$ cat src/rtl/uart_rx_if.sv
// CPU-side receive handshake: FIFO-head presentation (irr/r_data) and pop request (ack).
interface uart_rx_if;
  logic       irr;
  logic [7:0] r_data;
  logic       ack;

  modport master (output irr, output r_data, input ack);
  modport slave  (input irr, input r_data, output ack);
endinterface

$ cat src/rtl/uart_rx.sv
// 8N1 UART receiver feeding a small byte FIFO whose head is presented to the CPU.
module uart_rx #(
  parameter int CLK_PER_BIT = 868,
  parameter int FIFO_DEPTH  = 4
) (
  input  logic        clk,
  input  logic        reset,
  input  logic        rx,
  uart_rx_if.master   cpu,
  output logic        overrun,
  output logic        frame_err
);

  localparam int TW = $clog2(CLK_PER_BIT);
  localparam int AW = $clog2(FIFO_DEPTH);
  localparam logic [TW-1:0] TMR_FULL = TW'(CLK_PER_BIT - 1);
  localparam logic [TW-1:0] TMR_HALF = TW'(CLK_PER_BIT / 2 - 1);

  typedef enum logic [1:0] {IDLE, START, DATA, STOP} state_t;

  state_t        state, state_nxt;
  logic [TW-1:0] tmr, tmr_nxt;
  logic [2:0]    idx, idx_nxt;
  logic [7:0]    shreg, shreg_nxt;
  logic          push, ferr;
  logic          rx_p0, rx_s;

  logic [7:0]    mem [FIFO_DEPTH];
  logic [AW:0]   rd_ptr, wr_ptr;
  logic          ack_q;
  logic          empty, full, pop, wr_en, drop;

  // Stage p0 -> s: two-flop synchroniser, idle-high
  always_ff @(posedge clk) begin
    if (reset) begin
      rx_p0 <= 1'b1;
      rx_s  <= 1'b1;
    end else begin
      rx_p0 <= rx;
      rx_s  <= rx_p0;
    end
  end

  always_ff @(posedge clk) begin
    if (reset) begin
      state <= IDLE;
      tmr   <= '0;
      idx   <= '0;
      shreg <= '0;
    end else begin
      state <= state_nxt;
      tmr   <= tmr_nxt;
      idx   <= idx_nxt;
      shreg <= shreg_nxt;
    end
  end

  always_comb begin
    state_nxt = state;
    tmr_nxt   = tmr;
    idx_nxt   = idx;
    shreg_nxt = shreg;
    push      = 1'b0;
    ferr      = 1'b0;
    case (state)
      IDLE: begin
        if (!rx_s) begin
          state_nxt = START;
          tmr_nxt   = TMR_HALF;
        end
      end
      START: begin
        if (tmr == '0) begin
          // A line back high at mid-start-bit was a glitch, not a frame
          if (!rx_s) begin
            state_nxt = DATA;
            idx_nxt   = '0;
            tmr_nxt   = TMR_FULL;
          end else begin
            state_nxt = IDLE;
          end
        end else begin
          tmr_nxt = tmr - TW'(1);
        end
      end
      DATA: begin
        if (tmr == '0) begin
          shreg_nxt[idx] = rx_s;
          tmr_nxt        = TMR_FULL;
          if (idx == 3'd7) state_nxt = STOP;
          else             idx_nxt   = idx + 3'd1;
        end else begin
          tmr_nxt = tmr - TW'(1);
        end
      end
      STOP: begin
        if (tmr == '0) begin
          // Leaving mid-stop-bit is safe: the line is still high
          state_nxt = IDLE;
          if (rx_s) push = 1'b1;
          else      ferr = 1'b1;
        end else begin
          tmr_nxt = tmr - TW'(1);
        end
      end
      default: state_nxt = IDLE;
    endcase
  end

  assign empty = (rd_ptr == wr_ptr);
  assign full  = (rd_ptr[AW] != wr_ptr[AW]) && (rd_ptr[AW-1:0] == wr_ptr[AW-1:0]);
  // Pop is resolved first, so a full FIFO popping this cycle still accepts the push
  assign pop   = cpu.ack & ~ack_q & ~empty;
  assign wr_en = push & (~full | pop);
  assign drop  = push & full & ~pop;

  always_ff @(posedge clk) begin
    if (reset) begin
      rd_ptr    <= '0;
      wr_ptr    <= '0;
      ack_q     <= 1'b0;
      overrun   <= 1'b0;
      frame_err <= 1'b0;
    end else begin
      ack_q     <= cpu.ack;
      overrun   <= drop;
      frame_err <= ferr;
      if (pop)   rd_ptr <= rd_ptr + (AW+1)'(1);
      if (wr_en) wr_ptr <= wr_ptr + (AW+1)'(1);
    end
  end

  always_ff @(posedge clk) begin
    if (wr_en) mem[wr_ptr[AW-1:0]] <= shreg;
  end

  assign cpu.irr    = !empty;
  assign cpu.r_data = empty ? 8'h00 : mem[rd_ptr[AW-1:0]];

endmodule

$ cat src/flat_wrapper.sv
// flat-port wrapper written by rule: the top's interface ports become plain ports
module uart_rx_flat 
#(
  parameter int CLK_PER_BIT = 868,
  parameter int FIFO_DEPTH  = 4
)
  (clk, reset, rx, overrun, frame_err, cpu_irr, cpu_r_data, cpu_ack);
  uart_rx_if cpu_i ();
  input  logic clk;
  input  logic reset;
  input  logic rx;
  output logic overrun;
  output logic frame_err;
  output wire logic [$bits(cpu_i.irr)-1:0] cpu_irr;
  output wire logic [$bits(cpu_i.r_data)-1:0] cpu_r_data;
  input wire logic [$bits(cpu_i.ack)-1:0] cpu_ack;
  assign cpu_irr = cpu_i.irr;
  assign cpu_r_data = cpu_i.r_data;
  assign cpu_i.ack = cpu_ack;
  uart_rx #(.CLK_PER_BIT(CLK_PER_BIT), .FIFO_DEPTH(FIFO_DEPTH)) u_core (.clk(clk), .reset(reset), .rx(rx), .cpu(cpu_i), .overrun(overrun), .frame_err(frame_err));
endmodule
$ cat config.mk
export PLATFORM = sky130hd
export DESIGN_NAME = uart_rx_flat
export DESIGN_NICKNAME = d
export VERILOG_FILES = /design/src/rtl/uart_rx_if.sv /design/src/rtl/uart_rx.sv /design/src/flat_wrapper.sv
export SDC_FILE = /design/constraint.sdc
export NUM_CORES = 1
export LEC_CHECK = 0
export CAP_MARGIN = 10
export CORE_UTILIZATION = 35
export DETAILED_ROUTE_END_ITERATION = 12
export GPL_TIMING_DRIVEN = 0
export SYNTH_ARGS = -nofsm -noshare
export SYNTH_HDL_FRONTEND = slang
export SYNTH_SLANG_ARGS = --single-unit
$ cat constraint.sdc
create_clock -name clk -period 4.1 [get_ports clk]
set_input_delay 0.615 -clock clk [delete_from_list [all_inputs] [get_ports clk]]
set_output_delay 0.615 -clock clk [all_outputs]
set_load 0.03 [all_outputs]
; ---- Word level (Yosys, flattened, before mapping)
; Memory sizes are Yosys's and may differ from the RTL's. A register that Yosys moved wholly into a read port is not among the register bits.
; Index checks and enable logic that the tools add are counted.
[totals]
register_bits = 34
ram_bits = 32
in_bits = 4
out_inout_bits = 11
wordCells = 87
memories = 1
[op_classes]
add_sub_neg = 4
order_cmp = 2
eq_ne = 16
muxes = 30
bitwise = 12
n_reduce_logical = 11
[memory_table]
columns = memory, words, width, rd, rd_clocked_by_memory_dff, write_ports, line_no
row1 = u_core.mem, 4, 8, 1, 1, 1, uart_rx.sv:28  ; logic [7:0] mem [FIFO_DEPTH];
[op_table]
columns = op, count
row1 = 10-bit 2-to-1 mux, 5
row2 = 10-bit one-hot mux with 4 select lines, 1
row3 = 2-bit 2-to-1 mux, 8
row4 = 3-bit 2-to-1 mux, 4
row5 = 10-bit logical NOT, 1
row6 = 5-bit AND reduction, 2
row7 = 10-bit by 1-bit subtractor with 10-bit output (second input constant), 1
row8 = 3-bit by 1-bit adder with 3-bit output (second input constant), 3
row9 = 8-bit bitwise mux, 1
row10 = 8-bit 2-to-1 mux, 1
row11 = 2-bit by 1-bit inequality test with 1-bit output (second input constant), 4
row12 = 2-bit inequality test (second input constant), 4
row13 = 2-bit one-hot mux with 4 select lines, 1
row14 = 1-bit 2-to-1 mux, 7
row15 = 1-bit NOT, 6
row16 = 3-bit one-hot mux with 2 select lines, 1
row17 = 1-bit bitwise AND, 5
row18 = 2-bit equality test (second input constant), 2
row19 = 3-bit by 4-bit < comparator with 1-bit output (second input constant), 1
row20 = 1-bit demux with 3-bit select, 1
row21 = 3-bit equality test, 1
row22 = 3-bit equality test (second input constant), 1
row23 = 3-bit by 1-bit >= comparator with 1-bit output (second input constant), 1
row24 = 3-bit inequality test (second input constant), 1
row25 = 11 further kinds, 12

; ---- Longest topological paths before layout
[depth]
depth_word = 7
mapped_depth = 8
mapped_depth_nobuf = 7

; ---- Worst setup path before layout
; Ideal clock, no wire load.
[synth_path]
path_kind = register to register
start = register u_core.tmr[0]
end = memory u_core.mem[3][0], enable pin
setup_time_ns = 0.335
arrival_time_ns = 2.120
t_required_ns = 3.765
slack_ns = 1.646
stages_incl_launch_ff = 8
path_buffers = 1
period_less_slack_ns = 2.454
cell_sequence = dfxtp_1 inv_1 ha_1 or4b_4 nor3_4 and4_2 buf_2 and2_1
[synth_between]
elab_chain_cells = 6
[synth_lines]
columns = item, line_no
row1 = start: declaration, uart_rx.sv:22  ; logic [TW-1:0] tmr, tmr_nxt;
row2 = start signal: assignment, uart_rx.sv:52  ; tmr <= tmr_nxt;
row3 = 10-bit logical NOT, uart_rx.sv:97  ; if (tmr == '0) begin
row4 = 1-bit 2-to-1 mux, uart_rx.sv:97
row5 = 1-bit 2-to-1 mux, uart_rx.sv:65  ; case (state)
row6 = 1-bit bitwise AND, uart_rx.sv:114  ; assign wr_en = push & (~full | pop);
row7 = 1-bit 2-to-1 mux, uart_rx.sv:134  ; if (wr_en) mem[wr_ptr[AW-1:0]] <= shreg;
row8 = 1-bit 2-to-1 mux (implied by the code), uart_rx.sv:134
row9 = end: declaration, uart_rx.sv:28
; No other way between the ends.

==> impl_metrics.yaml <==
status:
  outcome: "complete, no violations"
drt:
  route.detailed.drc: 0
  drt-initial-drc-count: 78
  vias: 2093
  wl_per_cell_um: 13.8
  wirelength_um: 5700
  vias_per_cell: 5.08
  antenna_left: 0
  drtPass1Iterations: 4
worst_setup_path:
  ff2ff_setup_slack_ns: 1.19
  critPathMaxFanout: 8
  start_kind: "flip-flop"
  path_cells: "clkbuf_1 > mux4_2 > nor2b_1 > clkdlybuf4s50_1"
  critPathCaptureType: "output port"
  cp_slowest_stage_delay_ns: 0.61
  critPathSlowestCell: "clkdlybuf4s50_1"
  critPathRequiredTime_ns: 3.48
  crit_type: "flip-flop to output port"
  critPathArrivalTime_ns: 2.50
sta:
  slew_headroom: 0.545
  rsz0062_at_grt: "false"
  max_freq_mhz: 321
  slew_violations: 0
  min_period_ns: 3.11
  setup_tns_ns: 0
  fin_worst_skew_ns: 0.00977
  setup_viol: 0
  finalHoldViolCount: 0
  finalCritPeriodShare: 0.760
  worst_pin_slew_ns: 0.682
grt:
  antenna_found_initial: 0
  grt_pass1_vias: 2019
  grt_max_degree: 15
  grt_use_total: 0.132
  grt-ovfl-total: 0
  grt_pass1_wl_um: 9920
logic_synthesis:
  synthFlopType: "dfxtp_1"
  synth_edf_count: 32
  syn_inst: 275
  synth-async-reset-ratio: 0
  syn_nets: 292
  yosys.area.top_type: "edfxtp_1"
  synth_area_leaders: "edfxtp_1 (30%), dfxtp_1 (23%), mux4_2 (5.7%), ha_1 (5.1%), mux2i_1 (3.1%)"
  ys_warn_count: 0
  synth-seq-cells: 68
  synth_top_area_share: 0.302
  synthesis.area_um2: 3180
  syn_area_per_cell_um2: 11.6
  synth_most_common_cell: "dfxtp_1"
  ys_seq_area_frac: 0.528
  synth_common_cells: "dfxtp_1 (36), edfxtp_1 (32), nor2_1 (25), a21oi_1 (18), nand2_1 (16)"
  ys_types: 54
die:
  die_w_um: 97.4
  row_count: 34
  io_pins: 15
  core_um2: 8760
  initial_utilization: 0.363
  dieHeight_um: 97.4
  die_area_um2: 9480
final_layout:
  fin_cells: 412
  drive_above_1_share: 0.141
  final_util: 0.417
  antenna_cells: 0
  fin_nets: 316
  areaGrowthSynthToFinish_pct: 14.8
  final_area_um2: 3660
cts:
  cts_num_sinks: 68
  cts_buffers: 9
  clockBufferDepth: 2
  htree_levels: 3
  path_clk_slew_ns: 0.08
  ctsHoldBuffers: 0
  root_buffer: "clkbuf_8"
  cts_tree: "yes"
  cts_resized: 0
  cts_setup_buffers: 0
  insertion_delay_ns: 0.34
place:
  dp_hpwl_um: 3970
  io_buffer_count: 13
  dp_cells: 396
  place_area_um2: 3450
  gp_congestion: 0.867
power:
  peakVddDrop_mv: 0.178
  p_per_area_nw_per_um2: 440
  leakagePower_nw: 1.27
  power.total_mw: 1.61
flow_run:
  maxCapViolations: 0
min_path:
  hold_class: "flip-flop to flip-flop"
[cell families (layout without fill, tap and decap cells)]
kind of cell	Yosys count	after routing	synth area share
fa+ha+maj	13	13	0.0511
flops	68	68	0.528
simple gates	97	97	0.174
mux	19	19	0.0916
xor+xnor	6	6	0.0165
compound gates	46	46	0.105
buf+inv	26	55	0.0334
[worst max-delay path: cells and delay by family, from the launching register on]
kind	cells	cell delay (ns)
multiplexers	1	0.57
flip-flops	1	0.31
buffers and inverters	2	1.13
AND/OR/NAND/NOR	1	0.15
[layout make-up]
cell class                      instances  area, µm²
Clock buffer                            9        124
Fill cell                             852       5110
Sequential cell                        68       1680
Multi-Input combinational cell        181       1400
Clock inverter                          7       82.6
Inverter                               12       45.0
Timing Repair Buffer                   13        130
Buffer                                 14       61.3
Tap cell                              108        135
[routing by layer]
layer | wire length, µm | global-route usage | vias to the layer above
met5 | 0 | 0 | -
met4 | 58 | 0.0464 | 0
met2 | 2630 | 0.209 | 41
met1 | 2810 | 0.174 | 982
met3 | 203 | 0.0367 | 7
li1 | - | - | 1063
[final timing paths]
kind | cells after the start | start | to
max | 4 | flip-flop | cpu_r_data[0]
min | 1 | u_core.rx_p0 | u_core.rx_s
max reg2reg | 7 | u_core.tmr[0] | u_core.mem[1][0]
min reg2reg | 1 | u_core.rx_p0 | u_core.rx_s
[registers in the layout (all words and copies together) (netlist names), named ones only]
| signal | count |
|---|---|
| u_core.mem | 32 |
| u_core.tmr | 10 |
| u_core.shreg | 8 |
| u_core.idx | 3 |
| u_core.rd_ptr | 3 |
| u_core.wr_ptr | 3 |
| u_core.ack_q | 1 |
| u_core.frame_err | 1 |
| u_core.overrun | 1 |
| u_core.rx_p0 | 1 |
| u_core.rx_s | 1 |
| u_core.state | 1 |
[cells in the final DEF, fill, tap and decap left out, types with 11 or more instances in the layout]
master            n
a21oi_1          18
clkbuf_1         11
clkdlybuf4s50_1  13
dfxtp_1          36
edfxtp_1         32
ha_1             13
inv_1            12
nand2_1          16
nor2_1           25
nor2b_1          11
[report_power, final]
group / switching (mW) / total [mW] / internal, mW / leakage (nW)
clock: 0.277 / 0.569 / 0.291 / 0.0988
combinational: 0.189 / 0.300 / 0.111 / 0.588
sequential: 0.0188 / 0.741 / 0.722 / 0.588
total: 0.486 / 1.61 / 1.12 / 1.27
[stage by stage]
stage	hold WS (ns)	setup WS (ns)
floorplan	0.389	1.65
global placement	0.395	1.19
detailed placement	0.395	1.19
CTS	0.411	0.876
global route	0.431	0.780
finish	0.408	0.986
No activity file was read; power rests on OpenSTA's default activity.
==> RTL edit 1, RTL diff (config.mk and constraints unchanged) <==
Make the reset (`reset`) asynchronous in 3 clocked blocks.
--- a/src/rtl/uart_rx.sv
+++ b/src/rtl/uart_rx.sv
@@ -33,3 +33,3 @@
   // Stage p0 -> s: two-flop synchroniser, idle-high
-  always_ff @(posedge clk) begin
+  always_ff @(posedge clk or posedge reset) begin
     if (reset) begin
@@ -43,3 +43,3 @@
 
-  always_ff @(posedge clk) begin
+  always_ff @(posedge clk or posedge reset) begin
     if (reset) begin
@@ -116,3 +116,3 @@
 
-  always_ff @(posedge clk) begin
+  always_ff @(posedge clk or posedge reset) begin
     if (reset) begin
Check against the original RTL: same outputs for any inputs over 10 cycles, from zero or initial values and one cycle with reset high; that may be too few to reach the edited logic, so the function may still have changed.
==> RTL edit 1 against the unedited design <==
Final area is 0.51% lower. Register-to-register slack better by 270 ps. Synthesized cell count is 14% lower. Critical path depth is 3 higher. Sequential power is 3.4% lower. Total power is 6.0% lower. Routed wire length is 2.5% lower. Worst setup slack worse by 130 ps. Area after synthesis is 1.5% lower. Worst hold slack worse by 50 ps. Sequential cell count is 2 lower. Clock power is 7.6% higher. Critical path type unchanged. Largest cell class unchanged.
==> RTL edit 1: results (changes against the unedited design) <==
[outcome]
status = complete, no violations

[yosys]
synth-compound-area-share = 0.0917  ; -0.0132
syn_area_per_cell_um2 = 13.3  ; +15%
yosys.area_share.xor_xnor = 0.0195  ; +0.00303
synth_seq_area_share = 0.578  ; +0.0501
netlist_top_cells_count = 32 x dfrtp_1, 32 x edfxtp_1, 16 x nand2_1
synth.distinct_cells = 53  ; -1.9%
synthTopCellsByArea = edfxtp_1 31%, dfrtp_1 26%, mux4_2 5.7%, ha_1 5.2%, mux2_2 3.2%
ys_async_sr_fraction = 0.515  ; +0.515
synthAdderAreaFrac = 0.0518  ; +0.000754
ys.flop_type = edfxtp_1
postSynthNetCount = 253  ; -13%
synthMuxAreaShare = 0.0945  ; +0.00295

[global_route]
grt_start_max_net_pins = 35  ; +20
grt_usage = 0.132  ; +0.000215
antenna_found_initial = 0  ; unchanged
grt_pass1_vias = 1904  ; -5.7%
grt_pass1_wl_um = 9560  ; -3.7%

[setup_path]
timing.rr.end = u_core.mem[2][2]
arrival_ps = 2630  ; +130 ps
reg2reg_slack_ps = 1460  ; +270 ps
crit_end = cpu_r_data[4]
cp_max_fo = 10  ; +2
r2r_start = u_core.tmr[0]
r2r_cells = 6  ; -1

[route]
viasPerCell = 5.01  ; -1.5%
drt_wl_total_um = 5560  ; -2.5%
drt_pass1_iterations = 6  ; +2
drt_first_iter_violations = 70  ; -10%

[placed_design]
hpwl_um = 3780  ; -4.9%
dpl_worst_slack_ps = 1170  ; -26.1 ps
portBuffers = 14  ; +1
place_inst = 358  ; -9.6%
gp_congestion = 0.758  ; -13%
placed_area_um2 = 3410  ; -1.1%

[cts]
cts_resized = 0  ; unchanged
clk_latency_ps = 340  ; about the same
post_cts_buffers = 0  ; unchanged

[sta]
finalCriticalPeriod_ps = 3240  ; +127 ps
skew_ps = 6.65  ; -3.12 ps
tightest_slew_ps = 735  ; +52.9 ps

[final_layout]
finalNetCount = 278  ; -12%
n_antenna_cell = 0  ; unchanged
fill_cells = 820  ; -3.8%
drive_gt1_frac = 0.207  ; +0.0653
final_cells = 374  ; -9.2%

[power]
power_leakage_nw = 1.54  ; +21%
ir_drop_mv = 0.179  ; +0.83%

-- RTL edit 1: area by class of cell --
type / count / area [µm²] / share of cell area
inverters: 12 / 45.0 / 0.0124
flip-flops and latches: 66 / 1810 / 0.499
multi-input cells: 151 / 1240 / 0.342
clock inverters: 7 / 100 / 0.0275
repair buffers: 14 / 140 / 0.0385
well taps: 108 / 135 / 0.0372
plain buffers: 7 / 33.8 / 0.00929
clock buffers: 9 / 124 / 0.0341
-- RTL edit 1: worst min path at each step --
stage | from | to | slack [ps] | cells past startpoint
after floorplan | u_core.rx_p0 | u_core.rx_s | 350 | 0
after global placement | u_core.rx_p0 | u_core.rx_s | 350 | 0
after detailed placement | u_core.rx_p0 | u_core.rx_s | 350 | 0
after CTS | u_core.rx_p0 | u_core.rx_s | 360 | 0
after global routing | u_core.rx_p0 | u_core.rx_s | 360 | 0
final | u_core.rx_p0 | u_core.rx_s | 360 | 0
-- RTL edit 1: cell families (layout without fill, tap and decap cells) --
group / Yosys count / in the layout
adders and majority gates: 13 / 13
xor gates and xnor gates: 7 / 7
buffers and inverters: 19 / 49
AOI/OAI and AO/OA: 41 / 41
muxes: 18 / 18
DFF: 66 / 66
and+or+nand+nor: 72 / 72
-- RTL edit 1: metrics by stage --
stage,hold WS [ps],power (W)
floorplan,345,0.000866
global placement,346,0.000918
detailed placement,347,0.000923
CTS,358,0.00154
global route,362,0.00159
finish,357,0.00151
-- RTL edit 1: layer usage --
| layer | part of all wire | global-route usage | vias to the layer above | routed length, µm |
|---|---|---|---|---|
| met5 | 0 | 0 | - | 0 |
| met1 | 0.45 | 0.160 | 920 | 2500 |
| met3 | 0.033 | 0.0412 | 4 | 186 |
| met4 | 0.0058 | 0.0551 | 0 | 32 |
| met2 | 0.51 | 0.219 | 31 | 2840 |
| li1 | - | - | 917 | - |
-- RTL edit 1: worst max-delay path, cell delays in order, from the launching register on --
cell and delay, ps:
dfrtp_1 350, buf_2 350, xnor2_1 160, nand2_1 120, nor2_1 150, clkbuf_1 430
nor2b_1 100, clkdlybuf4s50_1 610
-- RTL edit 1: where the power goes --
group / switching, W / leakage (nW) / internal [W] / total [W]
Combinational: 0.000110 / 0.628 / 0.0000737 / 0.000184
Sequential: 0.00000952 / 0.801 / 0.000707 / 0.000716
Clock: 0.000264 / 0.115 / 0.000349 / 0.000612
Total: 0.000384 / 1.54 / 0.00113 / 0.00151
==> RTL edit 2, RTL diff (same settings) <==
Without the edit above. `CLK_PER_BIT` is set to 868 in 2 places; all go to 434.
--- a/src/rtl/uart_rx.sv
+++ b/src/rtl/uart_rx.sv
@@ -2,3 +2,3 @@
 module uart_rx #(
-  parameter int CLK_PER_BIT = 868,
+  parameter int CLK_PER_BIT = 434,
   parameter int FIFO_DEPTH  = 4
--- a/src/flat_wrapper.sv
+++ b/src/flat_wrapper.sv
@@ -3,3 +3,3 @@
 #(
-  parameter int CLK_PER_BIT = 868,
+  parameter int CLK_PER_BIT = 434,
   parameter int FIFO_DEPTH  = 4
Check against the original RTL: same outputs for any inputs over 10 cycles, from zero or initial values and one cycle with reset high; that may be too few to reach the edited logic, so the function may still have changed.
==> RTL edit 2 against the unedited design <==
Total power down 1.6%. Sequential power about the same. Sequential cell count down 1. Non-clock buffer count up 1. Area after synthesis up 0.16%. Final area up 0.44%. Routed wire length up 8.6%. Critical path depth unchanged. Largest cell class unchanged. Synthesized cell count up 1.5%. Critical path type unchanged. Worst setup slack better by 2.5 ps. Count of clock-buffer cells in the layout unchanged. Global-route usage up 0.93 points. Utilization up 0.19 points. Register-to-register slack better by 400 ps.
==> RTL edit 2: results (changes against the unedited design) <==
[yosys]
synth-edff-count = 32  ; unchanged
postSynthNetCount = 296  ; +1.4%
synth.distinct_cells = 49  ; -9.3%
synth_seq_area_share = 0.521  ; -0.00711
ys_async_sr_fraction = 0  ; unchanged
synthTopCellsByArea = edfxtp_1 30%, dfxtp_1 22%, mux4_2 5.6%, ha_1 5.1%, mux2i_1 2.8%
yosysWarnings = 0  ; unchanged
syn_area_per_cell_um2 = 11.4  ; -1.3%
netlist_top_cells_count = 35 x dfxtp_1, 32 x edfxtp_1, 17 x nor2_1, 17 x o21ai_0

[final_layout]
finalNetCount = 322  ; +1.9%
fill_cells = 859  ; +0.82%
drive_gt1_frac = 0.119  ; -0.0221
n_antenna_cell = 0  ; unchanged

[power]
ir_drop_mv = 0.201  ; +13%
power_leakage_nw = 1.27  ; -0.33%
power.internal_w = 0.00109  ; -2.9%

[cts]
htreeDepth = 3  ; unchanged
clk_latency_ps = 350
cts_buffers = 9  ; unchanged

[route]
met1_length_um = 2920  ; +3.8%
wl_per_cell_um = 14.8  ; +7.0%
drt_first_iter_violations = 66  ; -15%
wl_met3_um = 208  ; +2.5%
drt_pass1_iterations = 5  ; +1
drt_wl_total_um = 6190  ; +8.6%
wl_met2_um = 2920  ; +11%
num_vias = 2198  ; +5.0%

[placed_design]
gp_congestion = 0.839  ; -3.3%
portBuffers = 14  ; +1
dpl_worst_slack_ps = 1160  ; -27.0 ps
hpwl_um = 4210  ; +5.9%
place_inst = 401  ; +1.3%

[setup_path]
cpMaxStageDelayCell = mux4_2
r2r_start = u_core.tmr[0]
critical_path.top_delay_family = buffers and inverters
cp-start-kind = register

[run]
drv_cap = 0  ; unchanged

[sta]
tightest_slew_ps = 795  ; +112 ps
skew_ps = 9.63  ; -0.137 ps
tns_ps = 0  ; unchanged

[worst_hold_path]
hp-class = register to register

[global_route]
grt-ovfl-total = 0  ; unchanged
grt_pass1_vias = 2146  ; +6.3%
grt_pass1_wl_um = 10500  ; +6.0%
grt_usage = 0.142  ; +0.00932
grt_start_max_net_pins = 14  ; -1

[outcome]
status = complete, no violations

==> RTL edit 2: cell types whose count changed after synthesis, moves of 4 or more <==
cell and delta:
and2_1 -4, nand3_1 +4, and3_1 +4, nand4b_1 -4
nand2_1 -4, nor2_1 -8, nor4_1 +4, nand2b_1 +7
o21ai_0 +11
==> RTL edit 2: layout make-up <==
type	count	share of cell area
clock inverters	7	0.0208
flip-flops and latches	67	0.452
inverters	15	0.0153
well taps	108	0.0368
plain buffers	13	0.0177
clock buffers	9	0.0337
repair buffers	15	0.0402
multi-input cells	184	0.383
==> RTL edit 2: worst reg2reg max path: cells and delay by family (launching register included) <==
family | cells | cell delay, ps
adder cells (fa/ha/maj) | 1 | 200
flip-flops | 1 | 350
multiplexers | 1 | 390
AND/OR/NAND/NOR | 3 | 1210
buffers and inverters | 2 | 250
==> RTL edit 2: final timing paths <==
check | end | slack [ps] | cells after the start
worst max-delay path | cpu_r_data[7] | 990 | 4
worst min-delay path | u_core.rx_s | 410 | 1
worst max register to register | u_core.wr_ptr[2] | 1590 | 7
worst min register to register | u_core.rx_s | 410 | 1
==> RTL edit 2: kinds of logic after synthesis <==
group | count (synthesis) | share of synthesized area
multiplexers | 18 | 0.0883
buffers and inverters | 28 | 0.0380
AO/OA/AOI/OAI | 55 | 0.115
XOR/XNOR | 6 | 0.0165
adder cells (fa/ha/maj) | 13 | 0.0510
flip-flops | 67 | 0.521
AND/OR/NAND/NOR | 92 | 0.171
==> RTL edit 2: power groups by stage <==
stage / clock network [W] / registers (W) / logic (W)
2_1_floorplan: 0 / 0.000746 / 0.000225
3_5_place_dp: 0 / 0.000753 / 0.000290
3_3_place_gp: 0 / 0.000753 / 0.000286
5_1_grt: 0.000601 / 0.000741 / 0.000325
4_1_cts: 0.000571 / 0.000738 / 0.000290
6_report: 0.000553 / 0.000739 / 0.000293
==> RTL edit 2: layer usage <==
| layer | vias to the layer above | GRT usage |
|---|---|---|
| li1 | 1094 | - |
| met1 | 1049 | 0.184 |
| met2 | 41 | 0.221 |
| met3 | 14 | 0.0353 |
| met4 | 0 | 0.0667 |
| met5 | - | 0 |
==> RTL edit 2: per-stage QoR <==
stage,utilization,area (µm²)
6_report,0.419,3670
4_1_cts,0.418,3660
5_1_grt,0.419,3670
3_5_place_dp,0.395,3460
2_1_floorplan,-,3190
3_3_place_gp,0.395,3460
